--- config.mk ---
export PLATFORM = sky130hd
export DESIGN_NAME = cpu_debug_panel
export DESIGN_NICKNAME = d
export VERILOG_FILES = /design/src/rtl/cpu_debug_panel_pkg.sv /design/src/rtl/cpu_debug_panel_step_debouncer.sv /design/src/rtl/cpu_debug_panel.sv
export SDC_FILE = /design/constraint.sdc
export NUM_CORES = 1
export LEC_CHECK = 0
export ABC_AREA = 1
export BUFFER_PORTS_ARGS = -buffer_cell sky130_fd_sc_hd__buf_2
export CORE_MARGIN = 5
export CORE_UTILIZATION = 30
export DETAILED_ROUTE_END_ITERATION = 16
export SYNTH_ARGS = -nofsm -noshare
export SYNTH_HDL_FRONTEND = slang
export SYNTH_HIERARCHICAL = 1
export SYNTH_SLANG_ARGS = --single-unit
--- constraint.sdc ---
create_clock -name clk -period 4.16 [get_ports clk]
set_clock_uncertainty 0.1 [all_clocks]
set_input_delay 0.624 -clock clk [delete_from_list [all_inputs] [get_ports clk]]
set_output_delay 0.624 -clock clk [all_outputs]
set_load 0.02 [all_outputs]
--- src/rtl/cpu_debug_panel_pkg.sv ---
// Shared definitions for the CPU debug panel.
// Contents:
//   mode_e       - display-select encodings for the 2-bit mode input
//   deb_state_e  - step-button debounce FSM states
//   HEX_SEG      - hex digit to active-low segment pattern {dp,g,f,e,d,c,b,a}, dp off
//   SEG_OFF      - all segments dark
//   DIG_OFF      - all digit enables inactive
package cpu_debug_panel_pkg;

  typedef enum logic [1:0] {
    MODE_PC  = 2'b00,
    MODE_RS  = 2'b01,
    MODE_RT  = 2'b10,
    MODE_ALU = 2'b11
  } mode_e;

  typedef enum logic [1:0] {
    StIdle,
    StPressWait,
    StPressed,
    StReleaseWait
  } deb_state_e;

  localparam logic [7:0] SEG_OFF = 8'hFF;
  localparam logic [3:0] DIG_OFF = 4'b1111;

  // Element n holds the pattern for hex digit n (listed F down to 0).
  localparam logic [15:0][7:0] HEX_SEG = {
    8'h8E, 8'h86, 8'hA1, 8'hC6, 8'h83, 8'h88, 8'h90, 8'h80,
    8'hF8, 8'h82, 8'h92, 8'h99, 8'hB0, 8'hA4, 8'hF9, 8'hC0
  };

endpackage

--- src/rtl/cpu_debug_panel_step_debouncer.sv ---
// Step-button conditioner: two-flop synchroniser, debounce FSM and stability counter.
// Emits a single-cycle cpu_step for each accepted press, however long it is held.
// Ports:
//   clk      - system clock, rising edge
//   rst      - synchronous active-high reset
//   btn      - raw, asynchronous, bouncy button (high = pressed)
//   cpu_step - registered one-cycle step pulse
module step_debouncer
  import cpu_debug_panel_pkg::*;
#(
  parameter int unsigned DEBOUNCE_CYCLES = 1000000
) (
  input  logic clk,
  input  logic rst,
  input  logic btn,
  output logic cpu_step
);

  localparam int unsigned CntW = $clog2(DEBOUNCE_CYCLES);
  localparam logic [CntW-1:0] CntLast = CntW'(DEBOUNCE_CYCLES - 1);

  logic [1:0]      sync_q;
  logic            btn_s;
  deb_state_e      state_q;
  logic [CntW-1:0] cnt_q;
  logic            step_q;

  assign btn_s    = sync_q[1];
  assign cpu_step = step_q;

  always_ff @(posedge clk) begin
    if (rst) begin
      sync_q  <= 2'b00;
      state_q <= StIdle;
      cnt_q   <= '0;
      step_q  <= 1'b0;
    end else begin
      sync_q <= {sync_q[0], btn};
      step_q <= 1'b0;
      case (state_q)
        StIdle: begin
          if (btn_s) begin
            state_q <= StPressWait;
            cnt_q   <= '0;
          end
        end
        StPressWait: begin
          if (!btn_s) begin
            state_q <= StIdle;
          end else if (cnt_q == CntLast) begin
            state_q <= StPressed;
            step_q  <= 1'b1;
          end else begin
            cnt_q <= cnt_q + CntW'(1);
          end
        end
        StPressed: begin
          if (!btn_s) begin
            state_q <= StReleaseWait;
            cnt_q   <= '0;
          end
        end
        StReleaseWait: begin
          // A bounce back high returns to PRESSED silently: still the same press.
          if (btn_s) begin
            state_q <= StPressed;
          end else if (cnt_q == CntLast) begin
            state_q <= StIdle;
          end else begin
            cnt_q <= cnt_q + CntW'(1);
          end
        end
        default: state_q <= StIdle;
      endcase
    end
  end

endmodule

--- src/rtl/cpu_debug_panel.sv ---
// Board-level debug panel for the multi-cycle CPU.
// Debounces the single-step button into a one-cycle cpu_step and scans a selected
// 16-bit view of the CPU state across a 4-digit active-low seven-segment display.
// Ports:
//   clk, RST             - clock and synchronous active-high reset
//   btn_step             - raw step button
//   mode                 - display select (see mode_e)
//   pc .. db_data        - CPU observation buses (low byte of each is displayed)
//   cpu_step             - one-cycle step enable to the CPU
//   pos_ctrl             - digit enables, active-low, bit3 = leftmost
//   num_ctrl             - segments, active-low, {dp,g,f,e,d,c,b,a}
module cpu_debug_panel
  import cpu_debug_panel_pkg::*;
#(
  parameter int unsigned SCAN_DIV        = 100000,
  parameter int unsigned DEBOUNCE_CYCLES = 1000000
) (
  input  logic        clk,
  input  logic        RST,
  input  logic        btn_step,
  input  logic [1:0]  mode,
  input  logic [31:0] pc,
  input  logic [31:0] newpc,
  input  logic [4:0]  rs_addr,
  input  logic [31:0] rs_data,
  input  logic [4:0]  rt_addr,
  input  logic [31:0] rt_data,
  input  logic [31:0] alu_result,
  input  logic [31:0] db_data,
  output logic        cpu_step,
  output logic [3:0]  pos_ctrl,
  output logic [7:0]  num_ctrl
);

  localparam int unsigned ScanW = $clog2(SCAN_DIV);
  localparam logic [ScanW-1:0] ScanLast = ScanW'(SCAN_DIV - 1);

  step_debouncer #(
    .DEBOUNCE_CYCLES(DEBOUNCE_CYCLES)
  ) u_step_debouncer (
    .clk     (clk),
    .rst     (RST),
    .btn     (btn_step),
    .cpu_step(cpu_step)
  );

  // Only the low byte of each wide bus is displayed.
  logic unused_hi;
  assign unused_hi = ^{pc[31:8], newpc[31:8], rs_data[31:8], rt_data[31:8],
                       alu_result[31:8], db_data[31:8]};

  logic [ScanW-1:0] scan_q;
  logic [1:0]       digit_q;
  logic [15:0]      snap_q;
  logic [3:0]       pos_q;
  logic [7:0]       num_q;

  logic [15:0] mux_val;
  logic [1:0]  digit_next;
  logic [15:0] snap_next;
  logic [3:0]  nib_next;
  logic [7:0]  seg_next;

  always_comb begin
    mux_val = '0;
    case (mode_e'(mode))
      MODE_PC:  mux_val = {pc[7:0], newpc[7:0]};
      MODE_RS:  mux_val = {3'b000, rs_addr, rs_data[7:0]};
      MODE_RT:  mux_val = {3'b000, rt_addr, rt_data[7:0]};
      MODE_ALU: mux_val = {alu_result[7:0], db_data[7:0]};
      default:  mux_val = '0;
    endcase
  end

  // Snapshot is taken on entry to digit 0 and used by that same digit, so a whole
  // frame shows one coherent value even if mode or the buses change mid-frame.
  always_comb begin
    digit_next = digit_q + 2'd1;
    snap_next  = (digit_next == 2'd0) ? mux_val : snap_q;
    nib_next   = snap_next[{digit_next, 2'b00} +: 4];
    seg_next   = HEX_SEG[nib_next];
    // Decimal point on the third digit splits left byte from right byte.
    if (digit_next == 2'd2) begin
      seg_next[7] = 1'b0;
    end
  end

  always_ff @(posedge clk) begin
    if (RST) begin
      scan_q  <= '0;
      digit_q <= 2'd3;
      snap_q  <= 16'h0000;
      pos_q   <= DIG_OFF;
      num_q   <= SEG_OFF;
    end else if (scan_q == ScanLast) begin
      scan_q  <= '0;
      digit_q <= digit_next;
      snap_q  <= snap_next;
      pos_q   <= ~(4'b0001 << digit_next);
      num_q   <= seg_next;
    end else begin
      scan_q <= scan_q + ScanW'(1);
    end
  end

  assign pos_ctrl = pos_q;
  assign num_ctrl = num_q;

endmodule

==> results.yml, run 1 <==
worst_setup_path:
  critPathSlowestCell: "dfxtp_1"
  criticalPathCategory: "register to register"
  path_buf_inv: 3
  cpMostUsedCell: "nand3_1"
  setup.worst_path.end_class: "register"
  cp_top_family: "simple AND/OR/NAND/NOR gates"
  path_max_fanout: 27
  cp_slowest_stage_delay_ps: 600
  start_kind: "register"
  critical_path_required_ps: 4290
  worst_ep_arrival_time_ps: 3080
  path_cells: "ha_1, inv_2, a21oi_1, nand2_1, nand3_1, nand3_1, nand2_1, inv_1, ha_1, inv_1, nand3_1, nand3_1, nand2_1, nor2_1, nor2_1"
clock_tree:
  cts_tree: "yes"
  hold_buffers: 0
  postCtsSetupBuffers: 0
  clock_tree.buffer_depth: 2
  postCtsResizedCells: 0
  htreeDepth: 3
  root_buffer: "clkbuf_16"
  cts.sink_count: 71
  cts_buffers: 9
  clk_pin_slew_ps: 60
  clk_latency_ps: 340
timing:
  setup_viol: 0
  slew_violations: 0
  rsz0062_at_grt: "false"
  maxSlewHeadroom_pct: 44.6
  hold_viol: 0
  fin_crit_sh_pct: 71.0
  fmax_mhz: 339
  setup_tns_ps: 0
  worst_slew_pin_slew_ps: 831
  finalCriticalPeriod_ps: 2950
  fin_ws_ps: 1210
finish:
  final_cell_mix: "nand2_1, buf_2, inv_1, dfxtp_1, nor2_1"
  fin_nets: 958
  drive_gt1_share_pct: 18.4
  layout_commonest_cell: "nand2_1"
  area_growth_pct: 18.0
  fin_util_pct: 35.9
  antenna_cells: 0
logic_synthesis:
  synth_edf_count: 0
  synth.top_cell.area_share_pct: 32.4
  syn_nets: 890
  async_reset_ff_share_pct: 0
  ys.flop_type: "dfxtp_1"
  syn_area_sq_um: 4390
  yosysSeqAreaShare_pct: 32.4
  ys_top_cells_by_area: "dfxtp_1, nand2_1, nand3_1"
  synthCells: 671
  synth-seq-cells: 71
  ys_warn_count: 6
  ys_types: 39
  syn_area_per_cell_sq_um: 6.54
  synth_top_area_cell: "dfxtp_1"
pwr:
  irDropWorstVdd_mv: 0.196
  power_leakage_nw: 2.19
  p_per_area_nw_per_um2: 342
run:
  cap_violations: 0
floorplan:
  die_area_sq_um: 17100
  die_h_um: 131
  rows: 44
  die_x_um: 131
  ios: 220
  start_util_pct: 30.4
  core_sq_um: 14400
drt:
  antenna_left: 0
  wl_per_cell_um: 12.4
  drc: 0
  num_vias: 4358
  viasPerCell: 4.70
  drt_first_pass_iters: 5
  drtIter0Drc: 326
  routed_wl_um: 11500
global_routing:
  grt_pass1_vias: 4116
  antenna_found_initial: 0
  gr-usage-all-layers_pct: 14.1
  grt-ovfl-total: 0
  grt_max_degree: 28
  grt_pass1_wl_um: 19400
placed_design:
  place.port_buffers: 75
  pre_cts_slack_ps: 1100
  dp_hpwl_um: 8390
  globalplace.congestion: 0.895
run_status:
  outcome: "finished, final reports clean"
hold_path:
  holdCritPathClass: "register to register"
routing by layer:
metal	GRT usage, %	vias to the layer above	routed length [um]
li1	-	2322	-
met2	22.0	85	5170
met3	4.02	14	521
met1	19.0	1937	5640
met5	0	-	0
met4	3.87	0	136
state kept, by name, indices dropped and copies added (netlist names), named ones only:
signal	count
digit_q	2
scan_q	17
u_step_debouncer/cpu_step	1
pos_ctrl	4
u_step_debouncer/cnt_q	20
num_ctrl	7
u_step_debouncer/state_q	1
u_step_debouncer/sync_q	2
snap_q	16
Yosys cell counts (2+ instances only):
cell type  count
nand2_1      189
dfxtp_1       71
inv_1         71
nor2_1        70
nand3_1       68
a21oi_1       42
o21ai_0       16
nor3_1        15
nand4_1       13
ha_1          12
a22o_1        11
inv_2         10
o21ai_1       10
a21oi_2        6
buf_2          6
nand3_2        6
buf_4          5
nor2_2         5
buf_6          4
clkbuf_1       4
nand2_2        4
o22ai_1        4
xor2_1         4
nand2_4        3
o21bai_1       3
nand3b_1       2
nor3_2         2
o21a_1         2
o21ai_2        2
or2_2          2
final timing paths:
path	startpoint	end	slack, ps	cells past startpoint
max	digit_q[0]	num_ctrl[3]	1210	15
min	u_step_debouncer/sync_q[0]	u_step_debouncer/sync_q[1]	310	2
max reg2reg	digit_q[0]	num_ctrl[3]	1210	15
min reg2reg	u_step_debouncer/sync_q[0]	u_step_debouncer/sync_q[1]	310	2
power by group:
part	internal (mW)	switching [mW]	total, mW
clock network	0.514	0.301	0.816
registers	0.685	0.00552	0.690
logic	0.0896	0.173	0.262
area by class of cell:
type	count	area (sq um)
flip-flops and latches	71	1420
repair buffers	77	390
inverters	81	304
multi-input cells	499	2510
clock inverters	4	51.3
clock buffers	12	267
fillers	1587	9250
well taps	184	230
metrics by stage:
stage | hold slack, ps | power [mW] | cell area (sq um) | instances
after floorplan | 288 | 0.895 | 4390 | 671
after global placement | 296 | 0.969 | 4860 | 912
after detailed placement | 300 | 0.967 | 4860 | 912
after CTS | 308 | 1.80 | 5180 | 928
after global routing | 322 | 1.86 | 5180 | 928
final | 308 | 1.77 | 5180 | 928
logic make-up after synthesis:
family,after synthesis,share of synthesized area (%)
AO/OA/AOI/OAI,98,13.3
XOR/XNOR,5,0.999
adder cells (fa/ha/maj),12,3.42
buffers and inverters,101,10.3
flip-flops,71,32.4
AND/OR/NAND/NOR,384,39.6
tightest hold or removal path, stage by stage (launching register included):
cell     delay (ps)
dfxtp_1         300
inv_1            40
nor2_1           30
Power figures use the tool's default switching activity.
==> run 2, diff against run 1 <==
- clock period: 4.16 -> 2.6 ns (I/O delays scaled with it)
==> run 2 against run 1 <==
Design area increased by 1.0%. First-iteration DRC count decreased by 21%. Register-to-register slack got worse by 910 ps. Maximum frequency increased by 28%. Cell count increased by 1.2%. Sequential share of layout area decreased by 0.28 points. Via count decreased by 0.71%. Non-clock buffer count increased by 11. Sequential power increased by 59%. Combinational power increased by 68%. Setup slack got worse by 910 ps. Critical path type unchanged.
==> results.yml, run 2 (same netlist as run 1, synthesis figures left out) <==
drt:
  drc: 0
  routed_wl_um: 11300
  antenna_left: 0
  drt_first_pass_iters: 4
  num_vias: 4327
  viasPerCell: 4.61
  wl_per_cell_um: 12.1
  drtIter0Drc: 257
global_routing:
  grt_max_degree: 21
  grtUsageMet3_pct: 3.33
  gr-max-usage-layer: "met2"
  grtUsageMet2_pct: 22.2
  grt_pass1_wl_um: 19000
  gr-usage-all-layers_pct: 13.7
  antenna_found_initial: 0
  grtUsageMet1_pct: 18.5
  grt_pass1_vias: 4076
  grt-ovfl-total: 0
finish:
  fin_nets: 969
  largest_reg_flops: 20
  top_regs: "u_step_debouncer/cnt_q x20, scan_q x17, snap_q x16"
  drive_gt1_share_pct: 19.7
  top_register: "u_step_debouncer/cnt_q"
  area_growth_pct: 19.2
  final_cell_mix: "nand2_1, buf_2, inv_1, dfxtp_1, nor2_1"
  layout_commonest_cell: "nand2_1"
  antenna_cells: 0
placed_design:
  globalplace.congestion: 0.853
  dp_hpwl_um: 8560
  place.port_buffers: 75
worst_setup_path:
  critical_path_required_ps: 2710
  path_max_fanout: 8
  setup.worst_path.end_class: "register"
  worst_ep_arrival_time_ps: 2420
  criticalPathCategory: "register to register"
  start_kind: "register"
timing:
  hold_viol: 0
  fin_crit_sh_pct: 88.6
  fin_hold_ws_ps: 178
  slew_violations: 0
  fmax_mhz: 434
  worst_slew_pin_slew_ps: 473
  maxSlewHeadroom_pct: 68.4
  rsz0062_at_grt: "false"
  setup_viol: 0
  setup_tns_ps: 0
  finalCriticalPeriod_ps: 2300
floorplan:
  ios: 220
  die_area_sq_um: 17100
  rows: 44
  start_util_pct: 30.4
  die_h_um: 131
  core_sq_um: 14400
  die_x_um: 131
hold_path:
  holdCritPathClass: "input port to register"
clock_tree:
  htreeDepth: 3
  root_buffer: "clkbuf_16"
  cts_tree: "yes"
  hold_buffers: 0
  clock_tree.buffer_depth: 2
  cts_buffers: 9
  clk_pin_slew_ps: 60
  cts.sink_count: 71
  clk_latency_ps: 330
pwr:
  p_per_area_nw_per_um2: 517
  irDropWorstVdd_mv: 0.399
  power_leakage_nw: 2.23
run:
  cap_violations: 0
run_status:
  outcome: "finished, final reports clean"
run 2: path summary, 6_finish.rpt:
path,startpoint,end,slack [ps],depth (start not counted)
setup / recovery,digit_q[0],num_ctrl[1],300,11
hold / removal,btn_step,u_step_debouncer/sync_q[0],180,3
setup reg to reg,digit_q[0],num_ctrl[1],300,11
hold reg to reg,u_step_debouncer/sync_q[0],u_step_debouncer/sync_q[1],300,2
run 2: where the power goes:
part           internal, mW  switching, mW  leakage, nW  total (mW)
sequential             1.10        0.00567        0.573        1.10
clock                 0.694          0.465        0.134        1.16
combinational         0.161          0.280         1.52       0.441
run 2: worst max-delay path: stages (launching register included):
cell	delay [ps]
dfxtp_1	410
inv_1	80
ha_1	330
inv_1	260
nand3_1	170
nand2_2	130
inv_1	100
ha_1	280
nand2_1	80
nand2_1	50
nand3_1	100
nand3_1	80
run 2: final cells by class:
cell class	count	area, sq um
Fill cell	1559	9200
Clock buffer	11	253
Tap cell	184	230
Clock inverter	5	32.5
Multi-Input combinational cell	499	2510
Timing Repair Buffer	88	473
Sequential cell	71	1420
Inverter	81	304
run 2: layer usage:
layer	share of wire [%]	up-vias	wire, um
li1	-	2335	-
met2	46	76	5210
met5	0	-	0
met4	0.86	0	98
met3	4.4	8	499
met1	49	1908	5530
run 2: through the flow:
stage          cell area, sq um  util (%)  std cells  setup slack [ps]  power [mW]
6_report                   5230      36.3        939               296        2.70
5_1_grt                    5230      36.3        939              10.6        2.85
4_1_cts                    5230      36.2        939               227        2.74
3_5_place_dp               4940      34.3        923               161        1.57
3_3_place_gp               4940      34.3        923               154        1.56
2_1_floorplan              4390         -        671               177        1.43
run 2: repair_timing:
action | 4_1_cts | 5_1_grt
resized for setup | 0 | 1
setup endpoints to repair | 0 | 1
buffers inserted | 0 | 0
==> run 3, diff against run 2 <==
- BUFFER_PORTS_ARGS: -buffer_cell sky130_fd_sc_hd__buf_2 -> -buffer_cell sky130_fd_sc_hd__clkbuf_2
==> run 3 against run 2 <==
Power up 0.84%. Largest power group unchanged. Non-clock buffer count up 1. Flip-flop and latch count unchanged. Critical path depth up 4. Sequential power about the same. Via count up 0.92%. Routed wire length up 1.2%. Design area up 0.17%. Setup slack better by 34 ps. Critical endpoint is now num_ctrl[3]. Sequential share of layout area about the same.
==> results.yml, run 3 (same netlist as run 1, synthesis figures left out) <==
timing:
  setup_tns_ps: 0
  hold_viol: 0
  fmax_mhz: 441
  worst_slew_pin_slew_ps: 518
  fin_ws_ps: 330
  slew_violations: 0
  fin_crit_sh_pct: 87.3
  finalCriticalPeriod_ps: 2270
  rsz0062_at_grt: "false"
  fin_hold_ws_ps: 147
  setup_viol: 0
  maxSlewHeadroom_pct: 65.5
worst_setup_path:
  worstReg2RegEnd: "num_ctrl[3]"
  cp_slowest_stage_delay_ps: 350
  path_cells: "ha_1, inv_4, a21oi_1, nand2_1, nand3_1, nand3_1, nand2_1, buf_4, ha_1, inv_1, nand3_1, nand3_1, nand2_1, nor2_1, nor2_1"
  start_kind: "register"
  setup.worst_path.end_class: "register"
  path_max_fanout: 21
  r2r_slack_ps: 330
  criticalPathCategory: "register to register"
  cpMostUsedCell: "nand3_1"
  critical_path_required_ps: 2740
  worstRegToRegCells: 15
  r2r_start: "digit_q[0]"
  critPathSlowestCell: "dfxtp_1"
  worst_ep_arrival_time_ps: 2410
global_routing:
  grt_pass1_vias: 4239
  grt-ovfl-total: 0
  antenna_found_initial: 0
  grt_max_degree: 22
  gr-usage-all-layers_pct: 14.2
  grt_pass1_wl_um: 19700
floorplan:
  ios: 220
  die_area_sq_um: 17100
  die_x_um: 131
  rows: 44
  core_sq_um: 14400
  start_util_pct: 30.4
  die_h_um: 131
clock_tree:
  cts_buffers: 9
  cts_tree: "yes"
  clk_latency_ps: 340
  root_buffer: "clkbuf_16"
  cts.sink_count: 71
  hold_buffers: 0
  clk_pin_slew_ps: 60
  htreeDepth: 3
  clock_tree.buffer_depth: 2
placed_design:
  place.port_buffers: 75
  pre_cts_slack_ps: 89.1
  globalplace.congestion: 0.877
  place_area_sq_um: 4950
  dp_hpwl_um: 8600
drt:
  antenna_left: 0
  drtIter0Drc: 211
  routed_wl_um: 11500
  drt_first_pass_iters: 5
  drc: 0
  wl_per_cell_um: 12.2
  num_vias: 4367
  viasPerCell: 4.65
hold_path:
  holdPathEnd: "u_step_debouncer/sync_q[0]"
  min_from: "btn_step"
  holdPathStages: 3
  holdCritPathClass: "input port to register"
pwr:
  power_mw: 2.72
  switching_share_pct: 28.0
  netSwitchingPower_mw: 0.763
  clkPwrFrac_pct: 43.2
  irDropWorstVdd_mv: 0.336
  p_per_area_nw_per_um2: 520
  seqPwrFrac_pct: 40.4
  p_int_mw: 1.96
  power_leakage_nw: 2.26
  p_comb_share_pct: 16.4
finish:
  drive_gt1_share_pct: 19.6
  final_cell_mix: "nand2_1, clkbuf_2, inv_1, dfxtp_1, nor2_1"
  fin_area_sq_um: 5240
  layout_commonest_cell: "nand2_1"
  largest_reg_flops: 20
  top_register: "u_step_debouncer/cnt_q"
  top_regs: "u_step_debouncer/cnt_q x20, scan_q x17, snap_q x16"
  antenna_cells: 0
  fin_nets: 970
  area_growth_pct: 19.4
run:
  cap_violations: 0
run_status:
  outcome: "finished, final reports clean"
==> run 3: what timing repair did <==
action                     in CTS  in global routing
setup endpoints to repair       0                  1
buffers inserted                0                  0
gates resized for setup         0                  2
==> run 3: final cells by class <==
class | count | area (sq um)
Fill cell | 1613 | 9190
Multi-Input combinational cell | 499 | 2510
Sequential cell | 71 | 1420
Timing Repair Buffer | 89 | 480
Inverter | 81 | 307
Clock buffer | 12 | 256
Tap cell | 184 | 230
Clock inverter | 4 | 30.0
==> run 3: how the worst max path moves through the flow <==
| stage | to | slack (ps) | startpoint |
|---|---|---|---|
| 6_report | num_ctrl[3] | 330 | digit_q[0] |
| 5_1_grt | num_ctrl[3] | 90 | digit_q[0] |
| 4_1_cts | num_ctrl[3] | 220 | digit_q[0] |
| 3_5_place_dp | num_ctrl[3] | 90 | mode[0] |
| 3_3_place_gp | num_ctrl[3] | 120 | mode[0] |
| 2_1_floorplan | num_ctrl[3] | 180 | digit_q[0] |
==> run 3: stage by stage <==
stage | instances | utilization, %
after global routing | 940 | 36.3
after CTS | 940 | 36.3
after floorplan | 671 | -
after detailed placement | 924 | 34.3
after global placement | 924 | 34.3
final | 940 | 36.3
==> run 3: critical path, delay by kind of cell, from the launching register on <==
kind,cells,cell delay [ps]
adders and majority gates,2,480
AOI/OAI and AO/OA,1,60
DFF,1,350
buffers and inverters,3,410
and+or+nand+nor,9,750
==> run 3: layer usage <==
layer	routed length, um	global-route usage, %
met5	0	0
met4	133	3.39
met3	503	3.78
met2	5270	22.8
met1	5570	19.0
==> run 3: power groups by stage <==
stage | clock [mW] | combinational, mW | sequential, mW
floorplan | 0 | 0.308 | 1.12
global placement | 0 | 0.446 | 1.13
detailed placement | 0 | 0.446 | 1.13
CTS | 1.21 | 0.448 | 1.10
global route | 1.25 | 0.508 | 1.10
finish | 1.18 | 0.446 | 1.10
